[config.mk]
export PLATFORM = sky130hd
export DESIGN_NAME = instruction_prefetch_buffer
export DESIGN_NICKNAME = d
export VERILOG_FILES = /design/src/rtl/instruction_prefetch_buffer.sv
export SDC_FILE = /design/constraint.sdc
export NUM_CORES = 1
export LEC_CHECK = 0
export ABC_AREA = 1
export CAP_MARGIN = 20
export CORE_ASPECT_RATIO = 1.75
export CORE_MARGIN = 2
export CORE_UTILIZATION = 61
export CTS_BUF_LIST = sky130_fd_sc_hd__clkbuf_4
export DETAILED_ROUTE_END_ITERATION = 6
export GPL_TIMING_DRIVEN = 0
export PLACE_DENSITY_LB_ADDON = 0.3
export SLEW_MARGIN = 15
export SYNTH_ARGS = -nofsm -noshare
export SYNTH_HDL_FRONTEND = slang
export SYNTH_SLANG_ARGS = --single-unit
[constraint.sdc]
create_clock -name clk -period 9.7 [get_ports clk]
set_input_delay 2.425 -clock clk [delete_from_list [all_inputs] [get_ports clk]]
set_output_delay 2.425 -clock clk [all_outputs]
set_load 0.03 [all_outputs]
[src/rtl/instruction_prefetch_buffer.sv]
// Instruction prefetch buffer: one-outstanding-request fetch engine feeding a
// circular FIFO of {instr, pc_next} entries, with redirect flush support.
module instruction_prefetch_buffer #(
    parameter int unsigned DEPTH    = 4,
    parameter logic [31:0] RESET_PC = 32'h0000_0000
) (
    input  logic        clk,
    input  logic        reset,
    input  logic        redirect,
    input  logic [31:0] redirect_pc,
    input  logic        consume,
    output logic        out_valid,
    output logic [31:0] out_instr,
    output logic [31:0] out_pc_next,
    output logic        mem_req,
    output logic [31:0] mem_addr,
    input  logic        mem_ready,
    input  logic        mem_rvalid,
    input  logic [31:0] mem_rdata
);

    localparam int unsigned PTR_W = (DEPTH > 1) ? $clog2(DEPTH) : 1;
    localparam int unsigned CNT_W = $clog2(DEPTH) + 1;

    typedef enum logic [1:0] {
        FETCH = 2'd0,
        WAIT  = 2'd1,
        DROP  = 2'd2
    } state_e;

    state_e             state_q;
    logic [31:0]        fetch_pc_q;
    logic [CNT_W-1:0]   count_q;
    logic [PTR_W-1:0]   head_q;
    logic [PTR_W-1:0]   tail_q;
    logic [31:0]        instr_q [DEPTH];
    logic [31:0]        pcn_q   [DEPTH];

    logic not_full;
    logic not_empty;
    logic accept;
    logic push;
    logic pop;

    // Request and head outputs depend only on registered state.
    assign not_full    = count_q < CNT_W'(DEPTH);
    assign not_empty   = count_q != '0;
    assign mem_req     = (state_q == FETCH) && not_full;
    assign mem_addr    = fetch_pc_q;
    assign out_valid   = not_empty;
    assign out_instr   = not_empty ? instr_q[head_q] : 32'h0;
    assign out_pc_next = not_empty ? pcn_q[head_q]   : 32'h0;

    assign accept = mem_req && mem_ready;
    assign push   = (state_q == WAIT) && mem_rvalid && !redirect;
    assign pop    = consume && not_empty && !redirect;

    // In WAIT fetch_pc already holds the request address + 4.
    always_ff @(posedge clk) begin
        if (reset && push) begin
            instr_q[tail_q] <= mem_rdata;
            pcn_q[tail_q]   <= fetch_pc_q;
        end
    end

    always_ff @(posedge clk) begin
        if (!reset) begin
            state_q    <= FETCH;
            fetch_pc_q <= RESET_PC;
            count_q    <= '0;
            head_q     <= '0;
            tail_q     <= '0;
        end else begin
            case (state_q)
                FETCH: begin
                    if (accept) begin
                        state_q <= redirect ? DROP : WAIT;
                    end
                end
                WAIT: begin
                    if (mem_rvalid) begin
                        state_q <= FETCH;
                    end else if (redirect) begin
                        state_q <= DROP;
                    end
                end
                DROP: begin
                    if (mem_rvalid) begin
                        state_q <= FETCH;
                    end
                end
                default: state_q <= FETCH;
            endcase

            if (redirect) begin
                fetch_pc_q <= {redirect_pc[31:2], 2'b00};
            end else if (accept) begin
                fetch_pc_q <= fetch_pc_q + 32'd4;
            end

            // Redirect flushes everything; otherwise push/pop move the pointers.
            if (redirect) begin
                count_q <= '0;
                head_q  <= '0;
                tail_q  <= '0;
            end else begin
                if (push) begin
                    tail_q <= tail_q + PTR_W'(1);
                end
                if (pop) begin
                    head_q <= head_q + PTR_W'(1);
                end
                count_q <= count_q + CNT_W'(push) - CNT_W'(pop);
            end
        end
    end

endmodule

After elaboration in Yosys (flattened, before gate mapping)
Memory sizes are Yosys's and may differ from the RTL's. A register that Yosys moved wholly into a read port is not among the register bits.
Index checks and enable logic that the tools add are counted.
- memories: 2
- output and inout port bits: 98
- register bits: 41
- input port bits: 70
- RAM bits: 256
- memories (memory ; depth ; bits a word ; read ports ; clocked after memory_dff ; write ports ; RTL line ; text):
    instr_q ; 4 ; 32 ; 1 ; 1 ; 1 ; 36 ; logic [31:0] instr_q [DEPTH];
    pcn_q ; 4 ; 32 ; 1 ; 1 ; 1 ; 37 ; logic [31:0] pcn_q [DEPTH];
- bitwise gates (word level): 1
- multiplexer cells: 16
- magnitude comparators: 1
- equality and inequality tests: 5
- reduce and logical (&&, ||, !) cells: 13
- add/subtract/negate cells: 5
- operators by type and width (operator ; count):
    $mux W32 ; 4
    $add A32 B3 Y32 const B ; 1
    $mux W2 ; 9
    $logic_and A1 B1 Y1 ; 7
    $pmux W2 S3 ; 1
    $add A2 B1 Y2 const B ; 2
    $ne A2 B2 Y1 const B ; 2
    $add A3 B1 Y3 ; 1
    $lt A3 B3 Y1 const B ; 1
    $ne A3 B3 Y1 const B ; 1
    $reduce_and A3 Y1 ; 1
    $reduce_bool A3 Y1 ; 1
    $sub A3 B1 Y3 ; 1
    $eq A2 B1 Y1 const B ; 1
    $eq A2 B2 Y1 const B ; 1
    $logic_not A2 Y1 ; 1
    $mux W1 ; 2
    $reduce_bool A2 Y1 ; 1
    $reduce_or A2 Y1 ; 1
    $logic_not A1 Y1 ; 1
    $not A1 Y1 ; 1

Depth between registers and ports, before layout
Gate-level depths: netlist of the first run.
- word-level depth: 6
- mapped depth: 10

Worst setup path before layout of the first run
Ideal clock, no wire load.
- path type: input-to-reg
- start point: in redirect
- end point: mem instr_q[0][0] (enable)
- buffers on the path: 1
- stages: 4
- required time: 9.218 ns
- slack: 3.688 ns
- data arrival time: 5.530 ns
- setup time: 0.482 ns
- path through: buf_4 nor2_1 nand2_1 nor2_1
- cells in the longest elaborated chain, start to end: 5
- ends and longest elaborated chain (what ; RTL line ; text):
    start: declaration ; 9 ; input logic redirect,
    $logic_not A1 Y1 ; 55 ; assign push = (state_q == WAIT) && mem_rvalid && !redirect;
    $logic_and A1 B1 Y1 ; 55 ;
    $logic_and A1 B1 Y1 ; 60 ; if (reset && push) begin
    $mux W1 ; 60 ;
    $mux W1 (not written as such) ; 61 ; instr_q[tail_q] <= mem_rdata;
    end: declaration ; 36 ;
Every way passes these cells.

Worst setup path after layout of the first run
- start point: reg count_q[2]
- end point: out out_instr[22]
- cells in the longest elaborated chain, start to end: 2
- ends and longest elaborated chain (what ; RTL line ; text):
    start: declaration ; 33 ; logic [CNT_W-1:0] count_q;
    start signal: assignment ; 113 ; count_q <= count_q + CNT_W'(push) - CNT_W'(pop);
    $reduce_bool A3 Y1 ; 47 ; assign not_empty = count_q != '0;
    $mux W32 ; 51 ; assign out_instr = not_empty ? instr_q[head_q] : 32'h0;
    end: declaration ; 13 ; output logic [31:0] out_instr,
Every way passes these cells.

==> impl_results.md, run 1 <==
* Area of the core at 0.01974 mm2
* Layout cell share with drive strength beyond 1 at 10.58%
* Synth Instances at 1170
* CTS H-tree lvls at 2
* Top cell type's share of synthesized area at 60.64%
* Lkg Pwr at between 5 and 6 nW
* Routed WL at between 30000 and 40000 um
* Max-cap viol count at 0
* Initial Util at 62.21%
* Fin. Hold Viols at 0
* Post-route cell area at approximately 0.015 mm2
* Post-place instance area at 0.01442 mm2
* TritonCTS clock tree: built
* Fmax at 0.1810 GHz
* Crit. End Element: output port
* Detailed Place HPWL at 20730 um
* Clk sinks at 289
* Warnings, synthesis at 0
* Hold Buf Count CTS at 0
* GPL Wtd Cong at between 0.9 and 1
* Biggest area consumer among synthesized cells: edfxtp_1
* Clock skew at 0.05178 ns
* GRT Total Usage at between 20 and 30%
* Initial antenna violation count at 1
* DR vias/cell at roughly 5.6
* Flop2flop setup slack at 7.19 ns
* Final setup vio count at 0
* Largest cells by area after synthesis: edfxtp_1, nor2_1, dfxtp_1
* Clk root buf: clkbuf_4
* Syn_area_per_cell at around 10 um2
* Drt drc at 0
* DRT antenna net count at 0
* WP data arrival at roughly 3.1 ns
* Multi-input logic area at 0.003473 mm2
* First-pass GRT wire length at 47620 um
* Yosys cell types at 36
* Clk buf depth at 3
* Flop and latch count out of synthesis at 289
* RSZ-0062 raised after global routing: false
* Initial DRC Count at 647
* Via Count at 9507
* Postcts setup bufs at 0
* Final period util at approximately 57%
* Critical path class: reg2out
* Crit path required time at 7.28 ns
* Worst-margin pin slew at 0.7004 ns
* Chip Height at between 150 and 200 um
* I/O Buffers at 160
* IO Count at 168
* CP Max Fanout at 10
* CTS-repair resized insts at 0
* Die footprint at 0.02133 mm2
* Netlist Area Pre-Place at 0.01228 mm2
* Area delta synth->final at 23.42%
* Worst min-delay path class: reg2reg
* Final Net Count at approximately 1500
* GRT overflow at 0
* Clk_lat worst skew at 0.70 ns
* Horiz. Die Dim at 111.3 um
* Status: completed
* Register area share after synthesis at 67.33%
* Clock slew at reported path FFs at 0.09 ns
* Largest net degree at the start of global routing at 27
* Worst slew margin at 53.19%
* Vias in the first global route at 9458
* Startpoint class of the critical path: flop
* # rows at 68
* TritonRoute pass-1 iters at 5
* Tmin final at 5.526 ns
* PD cells at 157.2 mW/mm2
* Sum Neg Setup Slack at 0 ns
* Max-slew violation count at 0
* Num CTS Buffers at 58
* Worst VDD drop at 0.09537 mV
* Register area at 0.008268 mm2
* Fillers at 1284
* Detailed-route wire length per cell at roughly 18 um
logic make-up after synthesis:
logic type | share of synthesized area (%)
AO/OA/AOI/OAI | 10.35
XOR/XNOR | 0.6419
adder cells (fa/ha/maj) | 0.8762
buffers and inverters | 4.727
flip-flops | 67.33
other | 0.03054
AND/OR/NAND/NOR | 16.05
critical path, cell delays in order, from the launching register on:
cell and delay [ns]:
dfxtp_1 0.40, nor3_4 0.62, clkbuf_1 0.55, a21oi_1 0.18
clkdlybuf4s50_1 0.64
synth_stat cells:
cell       instances
or2_2              1
buf_2             17
nor2_1           298
nand3b_1           1
buf_6              4
nor2_4             6
xnor2_1            3
edfxtp_1         248
conb_1             1
ha_1               7
nor2_8             1
inv_2              4
xor2_1             6
a211oi_1           1
clkinv_1           1
dfxtp_1           41
nand2_8            1
nand2_1          117
nor3_1             1
nand3_1           39
a21oi_1           88
nor3_4             1
nand2_2            6
inv_1             68
o21a_1             1
o2111ai_1          1
o21ai_0          137
and2_1             3
a31oi_1            5
fa_1               1
buf_1              8
clkbuf_1          21
o21ai_1           18
nor2_2             3
buf_4              5
clkbuf_2           6
per-stage QoR:
step           utilization, %  worst slack (ns)  instances  total power [mW]  hold slack, ns
4_1_cts                 76.76             4.186       1691             2.393          0.5021
3_5_place_dp            73.04             4.605       1587             1.550          0.4825
2_1_floorplan               -             3.688       1173             1.473          0.4416
3_3_place_gp            71.94             1.277       1578             1.547          0.4585
6_report                76.79             4.174       1693             2.383          0.4967
5_1_grt                 76.79             4.063       1693             2.465          0.5101
placed cells by master, fill, tap and decap left out, types with 18 or more instances in the layout:
master,synthesis,final
nor2_1,298,294
edfxtp_1,248,248
clkdlybuf4s50_1,0,160
o21ai_0,137,137
nand2_1,117,117
a21oi_1,88,88
clkbuf_4,0,74
inv_1,68,68
dfxtp_1,41,41
nand3_1,39,39
clkbuf_1,21,21
clkinv_1,1,20
o21ai_1,18,18
metal layers:
metal | share of wire [%] | wire length [um] | vias to the layer above | track usage, %
met3 | 5.4 | 1694 | 108 | 4.102
met2 | 54 | 16760 | 439 | 53.42
met1 | 35 | 10980 | 4468 | 31.22
met5 | 0 | 0 | - | 0
met4 | 5.3 | 1660 | 0 | 17.95
li1 | - | - | 4492 | -
sequential cells by signal, summed over array words and instances (netlist names), named ones only:
name	cells
mem_addr	30
state_q	2
tail_q	2
head_q	2
count_q	3
instr_q	128
pcn_q	120
final cells by class:
cell class              instances  share of cell area [%]
flip-flops and latches        289                   54.55
multi-input cells             750                   22.92
repair buffers                169                   11.80
clock buffers                  74                   3.665
plain buffers                  61                   2.022
well taps                     245                   2.022
inverters                      73                   1.808
clock inverters                30                   1.180
diodes                          2                 0.03302
worst paths after layout:
path              depth (start not counted)       start            end
setup / recovery                          4  count_q[2]  out_instr[22]
hold / removal                            2   head_q[1]           flop
setup reg to reg                          8  count_q[2]     count_q[2]
hold reg to reg                           2   head_q[1]           flop
power breakdown:
group | switching [mW] | total [mW] | internal (mW) | leakage [nW]
sequential | 0.0239 | 1.38 | 1.36 | 2.58
combinational | 0.0793 | 0.142 | 0.0624 | 2.35
clock | 0.443 | 0.858 | 0.415 | 0.430
No activity file was read; power rests on OpenSTA's default activity.
==> run 2: changes to the inputs <==
--- a/config.mk
+++ b/config.mk
@@ -9,7 +9,7 @@
 export CAP_MARGIN = 20
 export CORE_ASPECT_RATIO = 1.75
 export CORE_MARGIN = 2
-export CORE_UTILIZATION = 61
+export CORE_UTILIZATION = 57
 export CTS_BUF_LIST = sky130_fd_sc_hd__clkbuf_4
 export DETAILED_ROUTE_END_ITERATION = 6
 export GPL_TIMING_DRIVEN = 0
==> constraint.sdc (replaced) <==
create_clock -name clk -period 5.3 [get_ports clk]
set_input_delay 1.325 -clock clk [delete_from_list [all_inputs] [get_ports clk]]
set_output_delay 1.325 -clock clk [all_outputs]
set_load 0.03 [all_outputs]
==> run 2 against run 1 <==
Effect of this change:
- global-route usage decreased by 1.6 points
- wire length increased by 0.65%
- clock skew decreased by 0.027 ns
- sequential share of layout area decreased by 0.34 points
- critical path depth increased by 4
- die area increased by 6.8%
- final cell count increased by 1.0%
- clock power increased by 75%
- largest cell class unchanged
- critical endpoint is now out_pc_next[11]
==> impl_results.md, run 2 (synthesis gave the netlist of run 1 again) <==
* Status: completed
* Worst reg-to-reg path cell count at 8 (unchanged)
* Worst slew margin at 48.77% (-4.4 points)
* Clk_lat worst skew at 0.66 ns (-0.04 ns)
* Critical path class: reg2out
* GPL Wtd Cong at 0.9677 (+2.5%)
* Sink of the worst hold path: state_q[1]
* TritonCTS clock tree: built
* Hold Crit Depth at 2 (unchanged)
* Worst r2r src: count_q[2]
* GRT Total Usage at 27.38% (-1.6 points)
* Final period util at 82.23%
* Crit. End Element: output port
* Drt drc at 0 (unchanged)
* Reg2reg end: count_q[2]
* DRT antenna net count at 0 (unchanged)
* Detailed-route wire length per cell at 18.31 um (-0.35%)
* PD cells at 281.3 mW/mm2 (+79%)
* Lkg Pwr at 5.411 nW (+0.91%)
* IO Count at 168 (unchanged)
* Clk buf depth at 3 (unchanged)
* Startpoint class of the critical path: flop
* Area of the core at 0.02132 mm2 (+8.0%)
* Via Count at 9451 (-0.59%)
* Final setup vio count at 0 (unchanged)
* Layout cell share with drive strength beyond 1 at 10.94% (+0.35 points)
* Die footprint at 0.02278 mm2 (+6.8%)
* CP Max Fanout at 10 (unchanged)
* DR vias/cell at 5.527 (-1.6%)
* TritonRoute pass-1 iters at 5 (unchanged)
* CTS H-tree lvls at 2 (unchanged)
* Final Net Count at 1484 (+0.27%)
* Clock slew at reported path FFs at 0.07 ns (-0.02 ns)
* Initial Util at 57.60% (-4.6 points)
* Met2 WL at 17230 um (+2.8%)
* Max-cap viol count at 0 (unchanged)
* Worst VDD drop at 0.1717 mV (+80%)
* Metal3 WL at 1652 um (-2.5%)
* M1 WL at 11080 um (+0.88%)
* Most frequent cells in the layout: nor2_1, edfxtp_1, clkdlybuf4s50_1
* CTS-repair resized insts at 0 (unchanged)
* Register bank with the most flops: instr_q
* First-pass GRT wire length at 47110 um (-1.1%)
* Num CTS Buffers at 60 (+3.4%)
* Fmax at 0.2295 GHz
* RSZ-0062 raised after global routing: false
* Max-slew violation count at 0 (unchanged)
* Worst-margin pin slew at 0.7667 ns (+0.06625 ns)
* Max reg flops at 128 (unchanged)
* Postcts setup bufs at 0 (unchanged)
* Initial antenna violation count at 1 (unchanged)
* Horiz. Die Dim at 115.0 um (+3.3%)
* Crit path required time at 3.97 ns (-3.31 ns)
* Clk sinks at 289 (unchanged)
* Post-route cell area at 0.01525 mm2 (+0.63%)
* Area delta synth->final at 24.20%
* Detailed Place HPWL at 21510 um (+3.8%)
* Hold Startpoint: state_q[1]
* Chip Height at 198.2 um (+3.4%)
* Worst min-delay path class: reg2reg
* Clock skew at 0.02437 ns (-0.02741 ns)
* Fillers at 1532 (+19%)
* Initial DRC Count at 673 (+4.0%)
* Largest net degree at the start of global routing at 24 (-11%)
* Hold Buf Count CTS at 0 (unchanged)
* Sum Neg Setup Slack at 0 ns (unchanged)
* Clk root buf: clkbuf_4
* Post-layout power at 4.291 mW (+80%)
* Most common cell after layout, fill and taps aside: nor2_1
* Vias in the first global route at 9532 (+0.78%)
* DR top layer: met4
* Flop2flop setup slack at 2.84 ns (-4.35 ns)
* # rows at 71 (+4.4%)
* GRT overflow at 0 (unchanged)
* Fin. Hold Viols at 0 (unchanged)
* Post-place instance area at 0.01453 mm2 (+0.78%)
* WP data arrival at 3.03 ns (-0.07 ns)
* Tmin final at approximately 4.4 ns
* Routed WL at 31300 um (+0.65%)
* I/O Buffers at 160 (unchanged)
## run 2: cell types whose count changed in the layout (fill, tap and decap cells not counted)
cell,delta
clkbuf_4,+5
buf_12,-6
clkinv_1,+2
diode_2,-1
buf_16,+8
clkinvlp_4,-1
bufinv_16,-2
inv_2,+2
## run 2: critical path: stages (launching register included)
cell	delay [ns]
dfxtp_1	0.31
buf_2	0.21
buf_2	0.29
buf_2	0.29
nor2_1	0.08
nor2_1	0.09
o21ai_0	0.09
a21oi_1	0.27
clkdlybuf4s50_1	0.73
## run 2: area by class of cell
| cell class | count | area, um2 | share of cell area, % |
|---|---|---|---|
| inverter | 73 | 274.0 | 1.797 |
| tap | 255 | 319.1 | 2.092 |
| antenna | 1 | 2.502 | 0.01641 |
| clock inverter | 31 | 126.4 | 0.8285 |
| buffer | 61 | 306.5 | 2.010 |
| timing repair buffer | 171 | 1889 | 12.39 |
| sequential | 289 | 8268 | 54.21 |
| multi-input combinational | 750 | 3473 | 22.77 |
| clock buffer | 79 | 593.1 | 3.888 |
## run 2: routing by layer
metal / up-vias / global-route usage, %
met5: - / 0
met3: 80 / 4.438
met1: 4515 / 27.62
li1: 4509 / -
met4: 0 / 14.77
met2: 347 / 52.20
## run 2: worst max-delay path by stage
| stage | from | endpoint | slack (ns) | cells after the start |
|---|---|---|---|---|
| floorplan | redirect | instr_q[0][0] | 0.39 | 4 |
| global placement | reset | instr_q[1][28] | -2.05 | 5 |
| detailed placement | reset | instr_q[1][28] | 1.36 | 7 |
| CTS | flop | out_pc_next[11] | 0.88 | 8 |
| global route | flop | out_instr[27] | 0.75 | 8 |
| finish | flop | out_pc_next[11] | 0.94 | 8 |
## run 2: report_power, final
group / leakage [nW] / switching, mW / internal (mW) / total, mW
clock network: 0.436 / 0.794 / 0.704 / 1.50
logic: 2.39 / 0.146 / 0.115 / 0.261
registers: 2.58 / 0.0441 / 2.49 / 2.53
## run 2: through the flow
stage / hold slack, ns / utilization [%] / instances / setup slack [ns]
2_1_floorplan: 0.4416 / - / 1173 / 0.3878
3_3_place_gp: 0.4599 / 66.66 / 1588 / -2.053
3_5_place_dp: 0.4713 / 68.15 / 1599 / 1.363
4_1_cts: 0.5144 / 71.53 / 1709 / 0.8765
5_1_grt: 0.5355 / 71.54 / 1710 / 0.7531
6_report: 0.5156 / 71.54 / 1710 / 0.9421
==> run 3: changes to the inputs <==
==> constraint.sdc (replaced) <==
create_clock -name clk -period 4.24 [get_ports clk]
set_input_delay 1.06 -clock clk [delete_from_list [all_inputs] [get_ports clk]]
set_output_delay 1.06 -clock clk [all_outputs]
set_load 0.03 [all_outputs]
==> run 3 against run 2 <==
Effect of this change:
- via count rose by 0.31%
- final cell count did not move
- critical path depth did not move
- sequential share of layout area barely moved
- die area did not move
- wire length barely moved
==> impl_results.md, run 3 (synthesis gave the netlist of run 1 again) <==
* DRT antenna net count at 0 (unchanged)
* First-pass GRT wire length at 47110 um (unchanged)
* Tmin final at between 4 and 5 ns
* Detailed-route wire length per cell at 18.32 um (about the same)
* Horiz. Die Dim at 115.0 um (unchanged)
* Routed WL at 31320 um (about the same)
* Crit path required time at 3.18 ns (-0.79 ns)
* Worst-margin pin slew at 0.7707 ns (+0.004002 ns)
* Most frequent cells in the layout: nor2_1, edfxtp_1, clkdlybuf4s50_1
* IO Count at 168 (unchanged)
* PD cells at 351.7 mW/mm2 (+25%)
* WP data arrival at 3.03 ns (about the same)
* Post-place setup slack at 0.5675 ns (-0.7950 ns)
* Initial Util at 57.60% (unchanged)
* Most common cell after layout, fill and taps aside: nor2_1
* Post-layout power at 5.368 mW (+25%)
* RSZ-0062 raised after global routing: false
* Worst reg-to-reg path cell count at 8 (unchanged)
* Status: completed
* TritonRoute pass-1 iters at 5 (unchanged)
* Clk root buf: clkbuf_4
* CTS H-tree lvls at 2 (unchanged)
* Fmax at 0.2446 GHz
* Area of the core at 0.02132 mm2 (unchanged)
* DR vias/cell at 5.544 (+0.31%)
* Area delta synth->final at 24.28% (about the same)
* Vias in the first global route at 9532 (unchanged)
* CP dominant cell by count: buf_2
* Clock skew at 0.01897 ns (-0.005395 ns)
* Initial DRC Count at 657 (-2.4%)
* Flop2flop setup slack at 1.79 ns (-1.05 ns)
* Detailed Place HPWL at 21510 um (unchanged)
* Slowest CP cell: clkdlybuf4s50_1
* Chip Height at 198.2 um (unchanged)
* Lkg Pwr at 5.486 nW (+1.4%)
* Delay of the slowest cell on the worst path at 0.73 ns (about the same)
* # rows at 71 (unchanged)
* Max-cap viol count at 0 (unchanged)
* Die footprint at 0.02278 mm2 (unchanged)
* Seq pwr share at 59.0% (about the same)
* Postcts setup bufs at 0 (unchanged)
* Fin. Hold Viols at 0 (unchanged)
* Worst VDD drop at 0.2166 mV (+26%)
* Comb power frac at 6.1% (about the same)
* Crit. End Element: output port
* Reg2reg end: count_q[2]
* Clk_lat worst skew at 0.66 ns (about the same)
* Register area at 0.008268 mm2 (unchanged)
* Worst r2r src: count_q[2]
* Switching Share at 23.01% (+0.067 points)
* Cells along the critical path: buf_2, buf_2, buf_2, nor2_1, nor2_1, o21ai_0, a21oi_1, clkdlybuf4s50_1
* Worst slew margin at 48.50% (-0.27 points)
* Clk buf depth at 3 (unchanged)
* Fillers at 1529 (-0.20%)
* Post-Route Utilization at 71.58% (about the same)
* Max-slew violation count at 0 (unchanged)
* Initial antenna violation count at 1 (unchanged)
* Clock slew at reported path FFs at 0.07 ns (about the same)
* P_int at 4.132 mW (+25%)
* Net switching power at 1.235 mW (+25%)
* Worst Slack Setup Final at 0.1523 ns (-0.7898 ns)
* Drt drc at 0 (unchanged)
* Num CTS Buffers at 60 (unchanged)
* Final period util at 96.41%
* Startpoint class of the critical path: flop
* Critical path class: reg2out
* GPL Wtd Cong at 0.9677 (unchanged)
* I/O Buffers at 160 (unchanged)
* Clk sinks at 289 (unchanged)
* Via Count at 9480 (+0.31%)
* Layout cell share with drive strength beyond 1 at 10.94% (unchanged)
* GRT Total Usage at 27.38% (unchanged)
* Multi-input logic area at 0.003473 mm2 (unchanged)
* Final setup vio count at 0 (unchanged)
* Largest net degree at the start of global routing at 24 (unchanged)
* Worst setup path end: out_pc_next[11]
* TritonCTS clock tree: built
* Clock share of power at 35.0% (about the same)
* Final Net Count at 1484 (unchanged)
* CP Max Fanout at 10 (unchanged)
* GRT overflow at 0 (unchanged)
* Worst min-delay path class: reg2reg
* Max reg flops at 128 (unchanged)
* Register bank with the most flops: instr_q
## run 3: power groups by stage
stage | sequential (mW) | clock, mW | combinational [mW]
after floorplan | 3.25 | 0 | 0.125
after global placement | 3.23 | 0 | 0.314
after detailed placement | 3.23 | 0 | 0.322
after CTS | 3.16 | 1.91 | 0.325
after global routing | 3.17 | 2.05 | 0.348
final | 3.16 | 1.88 | 0.325
## run 3: area by class of cell
class | instances | area share, %
Sequential cell | 289 | 54.17
Buffer | 61 | 2.009
Multi-Input combinational cell | 750 | 22.76
Timing Repair Buffer | 171 | 12.44
Tap cell | 255 | 2.091
Clock buffer | 79 | 3.886
Antenna cell | 1 | 0.01640
Clock inverter | 31 | 0.8280
Inverter | 73 | 1.795
## run 3: metal layers
layer  vias to the layer above  global-route usage, %  wire length [um]
met2                       368                  52.20             17190
met5                         -                      0                 0
li1                       4516                      -                 -
met4                         0                  14.77              1361
met3                        83                  4.438              1799
met1                      4513                  27.62             10970
## run 3: worst max-delay path, delay by kind of cell (launching register included)
| family | cells | cell delay (ns) |
|---|---|---|
| compound gates | 2 | 0.35 |
| flops | 1 | 0.31 |
| buf+inv | 4 | 1.52 |
| simple gates | 2 | 0.17 |
## run 3: what timing repair did
action,in CTS,in global routing
hold buffers,0,0
setup endpoints to repair,0,4
resized for setup,0,4
## run 3: how the worst min path moves through the flow
stage	depth (start not counted)	slack, ns	start	to
3_5_place_dp	2	0.47	head_q[1]	flop
5_1_grt	2	0.54	head_q[1]	flop
4_1_cts	2	0.51	head_q[1]	flop
3_3_place_gp	2	0.46	head_q[1]	head_q[1]
2_1_floorplan	2	0.44	head_q[1]	flop
6_report	2	0.52	state_q[1]	state_q[1]
## run 3: metrics by stage
stage / hold WS (ns) / setup TNS, ns / instances / cell area (um2)
after global placement: 0.4599 / -691.69 / 1588 / 14210
final: 0.5159 / 0 / 1710 / 15260
after floorplan: 0.4416 / -100.99 / 1173 / 12290
after CTS: 0.5144 / 0 / 1709 / 15250
after detailed placement: 0.4713 / 0 / 1599 / 14530
after global routing: 0.5355 / 0 / 1710 / 15260
